<file path="src/rtl/level_sequencer.sv">
// Game controller: walks the player through the level instances, holds each level in reset
// while it loads, shows win/lose banners, and owns the lives counter and level advance policy.
module level_sequencer #(
  parameter int NUM_LEVELS    = 3,
  parameter int LIVES_INIT    = 3,
  parameter int BANNER_FRAMES = 120,
  parameter int RESET_HOLD    = 4,
  localparam int SEL_W        = (NUM_LEVELS > 1) ? $clog2(NUM_LEVELS) : 1
) (
  input  logic                  vga_clock,
  input  logic                  reset,
  input  logic                  start_button,
  input  logic                  frame_tick,
  input  logic [NUM_LEVELS-1:0] level_win,
  input  logic [NUM_LEVELS-1:0] level_lose,
  output logic [NUM_LEVELS-1:0] level_reset_n,
  output logic [SEL_W-1:0]      level_select,
  output logic [3:0]            lives,
  output logic [2:0]            state
);

  localparam int HOLD_W = (RESET_HOLD > 1) ? $clog2(RESET_HOLD) : 1;
  localparam int FRM_W  = (BANNER_FRAMES > 1) ? $clog2(BANNER_FRAMES) : 1;

  localparam logic [HOLD_W-1:0] HOLD_LAST = HOLD_W'(RESET_HOLD - 1);
  localparam logic [FRM_W-1:0]  FRM_LAST  = FRM_W'(BANNER_FRAMES - 1);
  localparam logic [SEL_W-1:0]  SEL_LAST  = SEL_W'(NUM_LEVELS - 1);
  localparam logic [3:0]        LIVES_RST = 4'(LIVES_INIT);

  typedef enum logic [2:0] {
    S_IDLE     = 3'd0,
    S_LOAD     = 3'd1,
    S_PLAY     = 3'd2,
    S_WON      = 3'd3,
    S_LOST     = 3'd4,
    S_GAMEOVER = 3'd5,
    S_COMPLETE = 3'd6
  } state_t;

  state_t                  state_q, state_d;
  logic [SEL_W-1:0]        sel_q, sel_d;
  logic [3:0]              lives_q, lives_d;
  logic [HOLD_W-1:0]       hold_q, hold_d;
  logic [FRM_W-1:0]        frame_q, frame_d;
  logic                    start_q;
  logic [NUM_LEVELS-1:0]   rstn_q, rstn_d;
  logic                    start_edge;
  logic                    win_sel, lose_sel;

  assign start_edge = start_button & ~start_q;
  assign win_sel    = level_win[sel_q];
  assign lose_sel   = level_lose[sel_q];

  // start_q resets high so a button held through reset cannot start a game
  always_ff @(posedge vga_clock or negedge reset) begin
    if (!reset) begin
      state_q <= S_IDLE;
      sel_q   <= '0;
      lives_q <= LIVES_RST;
      hold_q  <= '0;
      frame_q <= '0;
      start_q <= 1'b1;
      rstn_q  <= '0;
    end else begin
      state_q <= state_d;
      sel_q   <= sel_d;
      lives_q <= lives_d;
      hold_q  <= hold_d;
      frame_q <= frame_d;
      start_q <= start_button;
      rstn_q  <= rstn_d;
    end
  end

  always_comb begin
    state_d = state_q;
    sel_d   = sel_q;
    lives_d = lives_q;
    hold_d  = hold_q;
    frame_d = frame_q;
    case (state_q)
      S_IDLE: begin
        if (start_edge) state_d = S_LOAD;
      end
      S_LOAD: begin
        if (hold_q == HOLD_LAST) begin
          state_d = S_PLAY;
          hold_d  = '0;
        end else begin
          hold_d = hold_q + 1'b1;
        end
      end
      S_PLAY: begin
        if (win_sel) begin
          state_d = S_WON;
        end else if (lose_sel) begin
          state_d = S_LOST;
          if (lives_q != '0) lives_d = lives_q - 4'd1;
        end
      end
      S_WON, S_LOST: begin
        if (frame_tick) begin
          if (frame_q == FRM_LAST) begin
            frame_d = '0;
            if (state_q == S_WON) begin
              if (sel_q == SEL_LAST) begin
                state_d = S_COMPLETE;
              end else begin
                sel_d   = sel_q + 1'b1;
                state_d = S_LOAD;
              end
            end else begin
              state_d = (lives_q == '0) ? S_GAMEOVER : S_LOAD;
            end
          end else begin
            frame_d = frame_q + 1'b1;
          end
        end
      end
      S_GAMEOVER, S_COMPLETE: begin
        if (start_edge) begin
          state_d = S_LOAD;
          sel_d   = '0;
          lives_d = LIVES_RST;
        end
      end
      default: state_d = S_IDLE;
    endcase
  end

  // Level reset follows the registered state, so it lags a state change by one cycle
  always_comb begin
    rstn_d = '0;
    if (state_q == S_PLAY || state_q == S_WON || state_q == S_LOST) rstn_d[sel_q] = 1'b1;
  end

  assign level_reset_n = rstn_q;
  assign level_select  = sel_q;
  assign lives         = lives_q;
  assign state         = state_q;

endmodule
</file>
<file path="config.mk">
export PLATFORM = sky130hd
export DESIGN_NAME = level_sequencer
export DESIGN_NICKNAME = d
export VERILOG_FILES = /design/src/rtl/level_sequencer.sv
export SDC_FILE = /design/constraint.sdc
export NUM_CORES = 1
export LEC_CHECK = 0
export BUFFER_PORTS_ARGS = -buffer_cell sky130_fd_sc_hd__buf_2
export CAP_MARGIN = 20
export CORE_MARGIN = 5
export CORE_UTILIZATION = 35
export DETAILED_ROUTE_END_ITERATION = 7
export PLACE_DENSITY = 0.55
export SLEW_MARGIN = 0
export SYNTH_ARGS = -nofsm -noshare
export SYNTH_HDL_FRONTEND = slang
export SYNTH_SLANG_ARGS = --single-unit
</file>
<file path="constraint.sdc">
create_clock -name vga_clock -period 2.27 [get_ports vga_clock]
set_clock_uncertainty 0.05 [all_clocks]
set_input_delay 0.681 -clock vga_clock [delete_from_list [all_inputs] [get_ports vga_clock]]
set_output_delay 0.681 -clock vga_clock [all_outputs]
set_load 0.01 [all_outputs]
</file>
==> flow_summary.json, run 1 <==
{
  "worstSetupStartpointType": "register",
  "rr_worst_depth": 7,
  "tritoncts.num_buffers": 3,
  "synth.avg_cell_area_um2": 9.74,
  "fin_tns_setup_ns": 0,
  "endpoint_kind": "register",
  "yosys.area.top_type_share": 0.351,
  "layout-area-overhead-vs-synth_pct": 17.2,
  "timing.rr.start": "lives[0]",
  "worst-endpoint-required_ns": 2.40,
  "postCtsSetupBuffers": 0,
  "totalWireLength_um": 2980,
  "worst_slew_margin_rel": 0.673,
  "ys_warn_count": 0,
  "cts.sink_count": 22,
  "globalRouteOverflowTotal": 0,
  "synth_flop_cell": "sky130_fd_sc_hd__dfrtp_1",
  "clockRootBuffer": "sky130_fd_sc_hd__clkbuf_8",
  "slack_of_the_worst_reg_to_reg_path_ns": 0.31,
  "report.final.hold_viol_count": 0,
  "final.period_utilization": 0.865,
  "synth_fp_nets": 155,
  "postSynth.asyncResetShare": 1.00,
  "critical-path-max-stage-delay_ns": 0.57,
  "initialDrtViolationCount": 40,
  "routed_via_count_divided_by_cell_count": 5.23,
  "power-per-cell-area_mw_per_mm2": 662,
  "max-vdd-ir-drop_v": 0.000376,
  "maxClockFrequency_mhz": 509,
  "measured_slew_at_the_worst_slew_check_pin_ns": 0.491,
  "drt-wirelength-per-cell_um": 14.2,
  "yosysTopAreaCell": "sky130_fd_sc_hd__dfrtp_1",
  "cts.htree.levels": 1,
  "layout_cell_share_with_drive_strength_beyond_1": 0.278,
  "worstSetupEndpoint": "lives[1]",
  "synth.area.top_cells": "sky130_fd_sc_hd__dfrtp_1, sky130_fd_sc_hd__dfstp_2, sky130_fd_sc_hd__ha_1, sky130_fd_sc_hd__mux2_2, sky130_fd_sc_hd__o21ai_0",
  "cts.reportedPaths.clkPinSlew_ns": 0.08,
  "rsz0062_at_grt": "false",
  "place_congestion": 0.833,
  "netlist_instances": 139,
  "layout_min_cycle_time_ns": 1.96,
  "grt_max_degree": 23,
  "synth_sequential_area_ratio": 0.409,
  "critical-path-slowest-cell": "sky130_fd_sc_hd__dfstp_2",
  "clock_tree_from_tritoncts": "yes",
  "netlist-cell-type-count": 43,
  "insertedDiodeCount": 0,
  "grt_antenna_before_repair": 0,
  "place_hpwl_um": 2280,
  "cts_resized": 0,
  "number_of_synthesized_flops_with_an_enable_pin": 0,
  "final_nets": 179,
  "drc_viols": 0,
  "floorplan.io_pins": 22,
  "reg2reg_end": "lives[1]",
  "die_height_um": 72.2,
  "drv_slew": 0,
  "synth.ff_latch_count": 22,
  "yosys.cell_count.top_type": "sky130_fd_sc_hd__dfrtp_1",
  "worst_skew_pair.late_latency_ns": 0.26,
  "static-leakage-power_nw": 0.711,
  "core.rowCount": 22,
  "io_buf_count": 21,
  "layout.core_utilization": 0.427,
  "placedCellCount": 206,
  "ctsLongestPathBuffers": 2,
  "run_status": "finished clean",
  "grtUsageTotal": 0.127,
  "cp.arrival_ns": 2.10,
  "worst_setup_path_startpoint": "lives[0]",
  "final_cells": 210,
  "path_cells": "inv_1 > ha_1 > nor4b_1 > o21ai_0 > o211ai_2 > or2_2 > a22oi_1",
  "core_ar_mm2": 0.00372,
  "max_cap_viols": 0,
  "timing_worst_setup_path_type": "register to register",
  "mapped_area_mm2": 0.00135,
  "grt_pass1_vias": 1168,
  "global_route_wire_length_before_repair_um": 5240,
  "crit_fanout": 7,
  "first_pass_iters": 4,
  "post_cts_hold_buffer_count": 0,
  "finalSetupViolCount": 0,
  "routed-via-count": 1099,
  "die_x_um": 72.2,
  "starting_density_of_the_core": 0.364,
  "worst_hold_path_type": "input pin to asynchronous set/reset pin",
  "area_enclosed_by_the_die_boundary_mm2": 0.00521,
  "post_synth_most_frequent_cells": "sky130_fd_sc_hd__dfrtp_1, sky130_fd_sc_hd__nand2_1, sky130_fd_sc_hd__o21ai_0",
  "drt.antenna.violating_nets": 0
}
final cells by class:
| type | instances | area, um^2 |
|---|---|---|
| sequential | 22 | 554 |
| tap | 48 | 60.1 |
| fill | 382 | 2130 |
| timing repair buffer | 25 | 135 |
| multi-input combinational | 105 | 743 |
| clock buffer | 3 | 41.3 |
| inverter | 6 | 22.5 |
| clock inverter | 1 | 30.0 |
worst max-delay path, delay by kind of cell, from the launching register on:
kind            cells  cell delay (ns)
flops               1             0.57
compound gates      3             0.52
simple gates        2             0.49
fa+ha+maj           1             0.21
buf+inv             1             0.05
metal layers:
| metal | part of all wire | routed length [um] | GRT usage | vias to the layer above |
|---|---|---|---|---|
| li1 | - | - | - | 541 |
| met1 | 0.41 | 1210 | 0.145 | 535 |
| met5 | 0 | 0 | 0 | - |
| met3 | 0.045 | 133 | 0.0360 | 4 |
| met2 | 0.54 | 1610 | 0.236 | 19 |
| met4 | 0.0084 | 25 | 0.0251 | 0 |
stage by stage:
step / setup WS (ns) / total power, W / instance area, um^2 / hold WS [ns]
floorplan: 0.425 / 0.000635 / 1350 / 0.335
global route: 0.135 / 0.00112 / 1590 / 0.370
finish: 0.305 / 0.00105 / 1590 / 0.322
CTS: 0.295 / 0.00107 / 1590 / 0.339
global placement: 0.253 / 0.000688 / 1520 / 0.443
detailed placement: 0.219 / 0.000699 / 1520 / 0.456
kinds of logic after synthesis:
kind of cell               Yosys count  synth area share
xor gates and xnor gates             2            0.0129
DFF                                 22             0.409
AOI/OAI and AO/OA                   34             0.171
and+or+nand+nor                     54             0.238
muxes                                9            0.0712
adders and majority gates            6            0.0555
buffers and inverters               12            0.0416
power by group:
group          switching, W  leakage (nW)  internal [W]
registers         0.0000662         0.267      0.000444
clock network      0.000127        0.0357      0.000235
logic             0.0000957         0.408     0.0000813
total              0.000289         0.711      0.000761
worst min-delay path by stage:
stage	endpoint	start
CTS	level_reset_n[1]	reset
detailed placement	frame_q[4]	frame_q[4]
global placement	frame_q[5]	frame_q[5]
floorplan	frame_q[0]	reset
finish	level_reset_n[1]	reset
global route	level_reset_n[1]	reset
sequential cells by signal, indices dropped and copies added (netlist names):
| signal | count |
|---|---|
| frame_q | 7 |
| lives | 4 |
| level_reset_n | 3 |
| state | 3 |
| hold_q | 2 |
| level_select | 2 |
| start_q | 1 |
cells in the final DEF, fill, tap and decap left out, drive strengths merged, types with 3 or more instances in the layout:
cell | synthesis | routed
buf | 4 | 25
dfrtp | 19 | 19
nand2 | 13 | 13
o21ai | 11 | 11
nor2 | 9 | 9
o31ai | 7 | 7
inv | 6 | 6
nand2b | 6 | 6
ha | 6 | 6
a21oi | 5 | 5
mux2 | 5 | 5
nand3 | 5 | 5
nor2b | 4 | 4
nand3b | 4 | 4
mux2i | 4 | 4
nor3b | 3 | 3
clkbuf | 2 | 3
dfstp | 3 | 3
nor3 | 3 | 3
No activity file was read; power rests on OpenSTA's default activity.
==> run 2: changes to the inputs <==
- CELL_PAD_IN_SITES_DETAIL_PLACEMENT: unset -> 1
- CELL_PAD_IN_SITES_GLOBAL_PLACEMENT: unset -> 1
- PLACE_DENSITY: 0.55 -> 0.67
==> flow_summary.json, run 2 (synthesis results as in run 1) <==
{
  "run_status": "finished clean",
  "grtUsageTotal": 0.135,
  "cts_resized": 0,
  "tritoncts.num_buffers": 3,
  "floorplan.io_pins": 22,
  "core_ar_mm2": 0.00372,
  "worst-endpoint-required_ns": 2.36,
  "cts.reportedPaths.clkPinSlew_ns": 0.09,
  "starting_density_of_the_core": 0.364,
  "worst_slew_margin_rel": 0.670,
  "ctsLongestPathBuffers": 2,
  "cts.htree.levels": 1,
  "placement.setup.worst_slack_ns": 0.164,
  "place_hpwl_um": 2590,
  "measured_slew_at_the_worst_slew_check_pin_ns": 0.495,
  "static-leakage-power_nw": 0.710,
  "routed-via-count": 1110,
  "report.final.hold_viol_count": 0,
  "endpoint_kind": "register",
  "largest-register": "frame_q",
  "final_cells": 210,
  "mostFrequentLayoutCells": "sky130_fd_sc_hd__buf_2, sky130_fd_sc_hd__dfrtp_1, sky130_fd_sc_hd__nand2_1, sky130_fd_sc_hd__o21ai_0, sky130_fd_sc_hd__nor2_1",
  "placedCellCount": 206,
  "cp.arrival_ns": 2.10,
  "layout-area-overhead-vs-synth_pct": 17.2,
  "multi_input_comb_area_um2": 743,
  "layout_min_cycle_time_ns": 2.00,
  "num-fill-cells": 457,
  "postCtsSetupBuffers": 0,
  "post-route-worst-setup-slack_ns": 0.269,
  "cts.sink_count": 22,
  "core.rowCount": 22,
  "max-vdd-ir-drop_v": 0.000360,
  "place_congestion": 0.881,
  "initialDrtViolationCount": 55,
  "most_frequent_standard_cell_in_the_layout_excluding_fill_and_tap_cells": "sky130_fd_sc_hd__buf_2",
  "grt_pass1_vias": 1222,
  "post_cts_hold_buffer_count": 0,
  "insertedDiodeCount": 0,
  "io_buf_count": 21,
  "worst_skew_pair.late_latency_ns": 0.27,
  "area_enclosed_by_the_die_boundary_mm2": 0.00521,
  "drc_viols": 0,
  "finalSetupViolCount": 0,
  "layout_cell_share_with_drive_strength_beyond_1": 0.278,
  "fin_tns_setup_ns": 0,
  "drv_slew": 0,
  "max_cap_viols": 0,
  "clockRootBuffer": "sky130_fd_sc_hd__clkbuf_8",
  "globalRouteOverflowTotal": 0,
  "crit_fanout": 5,
  "die_height_um": 72.2,
  "final.period_utilization": 0.882,
  "hold_ws_ns": 0.312,
  "flip_flop_count_of_the_largest_register_after_layout": 7,
  "clock_tree_from_tritoncts": "yes",
  "drt.antenna.violating_nets": 0,
  "worst_hold_path_type": "input pin to asynchronous set/reset pin",
  "routed_via_count_divided_by_cell_count": 5.29,
  "worstSetupStartpointType": "register",
  "global_route_wire_length_before_repair_um": 5600,
  "first_pass_iters": 4,
  "grt_antenna_before_repair": 0,
  "grt_max_degree": 23,
  "totalWireLength_um": 3340,
  "sequential_cell_area_um2": 554,
  "power-per-cell-area_mw_per_mm2": 672,
  "maxClockFrequency_mhz": 500,
  "final_nets": 179,
  "timing_worst_setup_path_type": "register to register",
  "die_x_um": 72.2,
  "total_design_power_w": 0.00107,
  "rsz0062_at_grt": "false",
  "drt-wirelength-per-cell_um": 15.9
}
[run 2: worst paths after layout]
kind                              endpoint  slack, ns         start  cells past startpoint
setup / recovery                  state[0]       0.27    frame_q[0]                      6
hold / removal             level_select[1]       0.31         reset                      1
setup reg to reg                  state[0]       0.27    frame_q[0]                      6
hold reg to reg                  hold_q[1]       0.47     hold_q[1]                      1
max in group asynchronous         lives[1]       1.48         reset                      1
min in group vga_clock             start_q       0.46  start_button                      1
[run 2: cell type report]
class	instances	share of cell area
Multi-Input combinational cell	105	0.468
Sequential cell	22	0.349
Timing Repair Buffer	25	0.0852
Tap cell	48	0.0379
Clock buffer	3	0.0260
Clock inverter	1	0.0189
Inverter	6	0.0142
[run 2: where the power goes]
| group | switching, W | leakage (nW) | internal [W] |
|---|---|---|---|
| clock | 0.000133 | 0.0357 | 0.000236 |
| sequential | 0.0000700 | 0.267 | 0.000444 |
| combinational | 0.000102 | 0.407 | 0.0000798 |
[run 2: metrics by stage]
| step | cell area [um^2] | util |
|---|---|---|
| after detailed placement | 1520 | 0.408 |
| after CTS | 1590 | 0.427 |
| after floorplan | 1350 | - |
| after global placement | 1520 | 0.408 |
| final | 1590 | 0.427 |
| after global routing | 1590 | 0.427 |
[run 2: layer usage]
metal / GRT usage / vias up / part of all wire
met5: 0 / - / 0
met4: 0.0397 / 0 / 0.010
met3: 0.0346 / 4 / 0.028
met2: 0.237 / 16 / 0.52
met1: 0.161 / 547 / 0.44
li1: - / 543 / -
[run 2: critical path, stage by stage, from the launching register on]
cell and delay [ns]:
sky130_fd_sc_hd__dfrtp_1 0.42, sky130_fd_sc_hd__ha_1 0.25, sky130_fd_sc_hd__nand3_2 0.12, sky130_fd_sc_hd__nor3_4 0.20, sky130_fd_sc_hd__nand2_1 0.13, sky130_fd_sc_hd__a211oi_2 0.33, sky130_fd_sc_hd__mux2_2 0.38
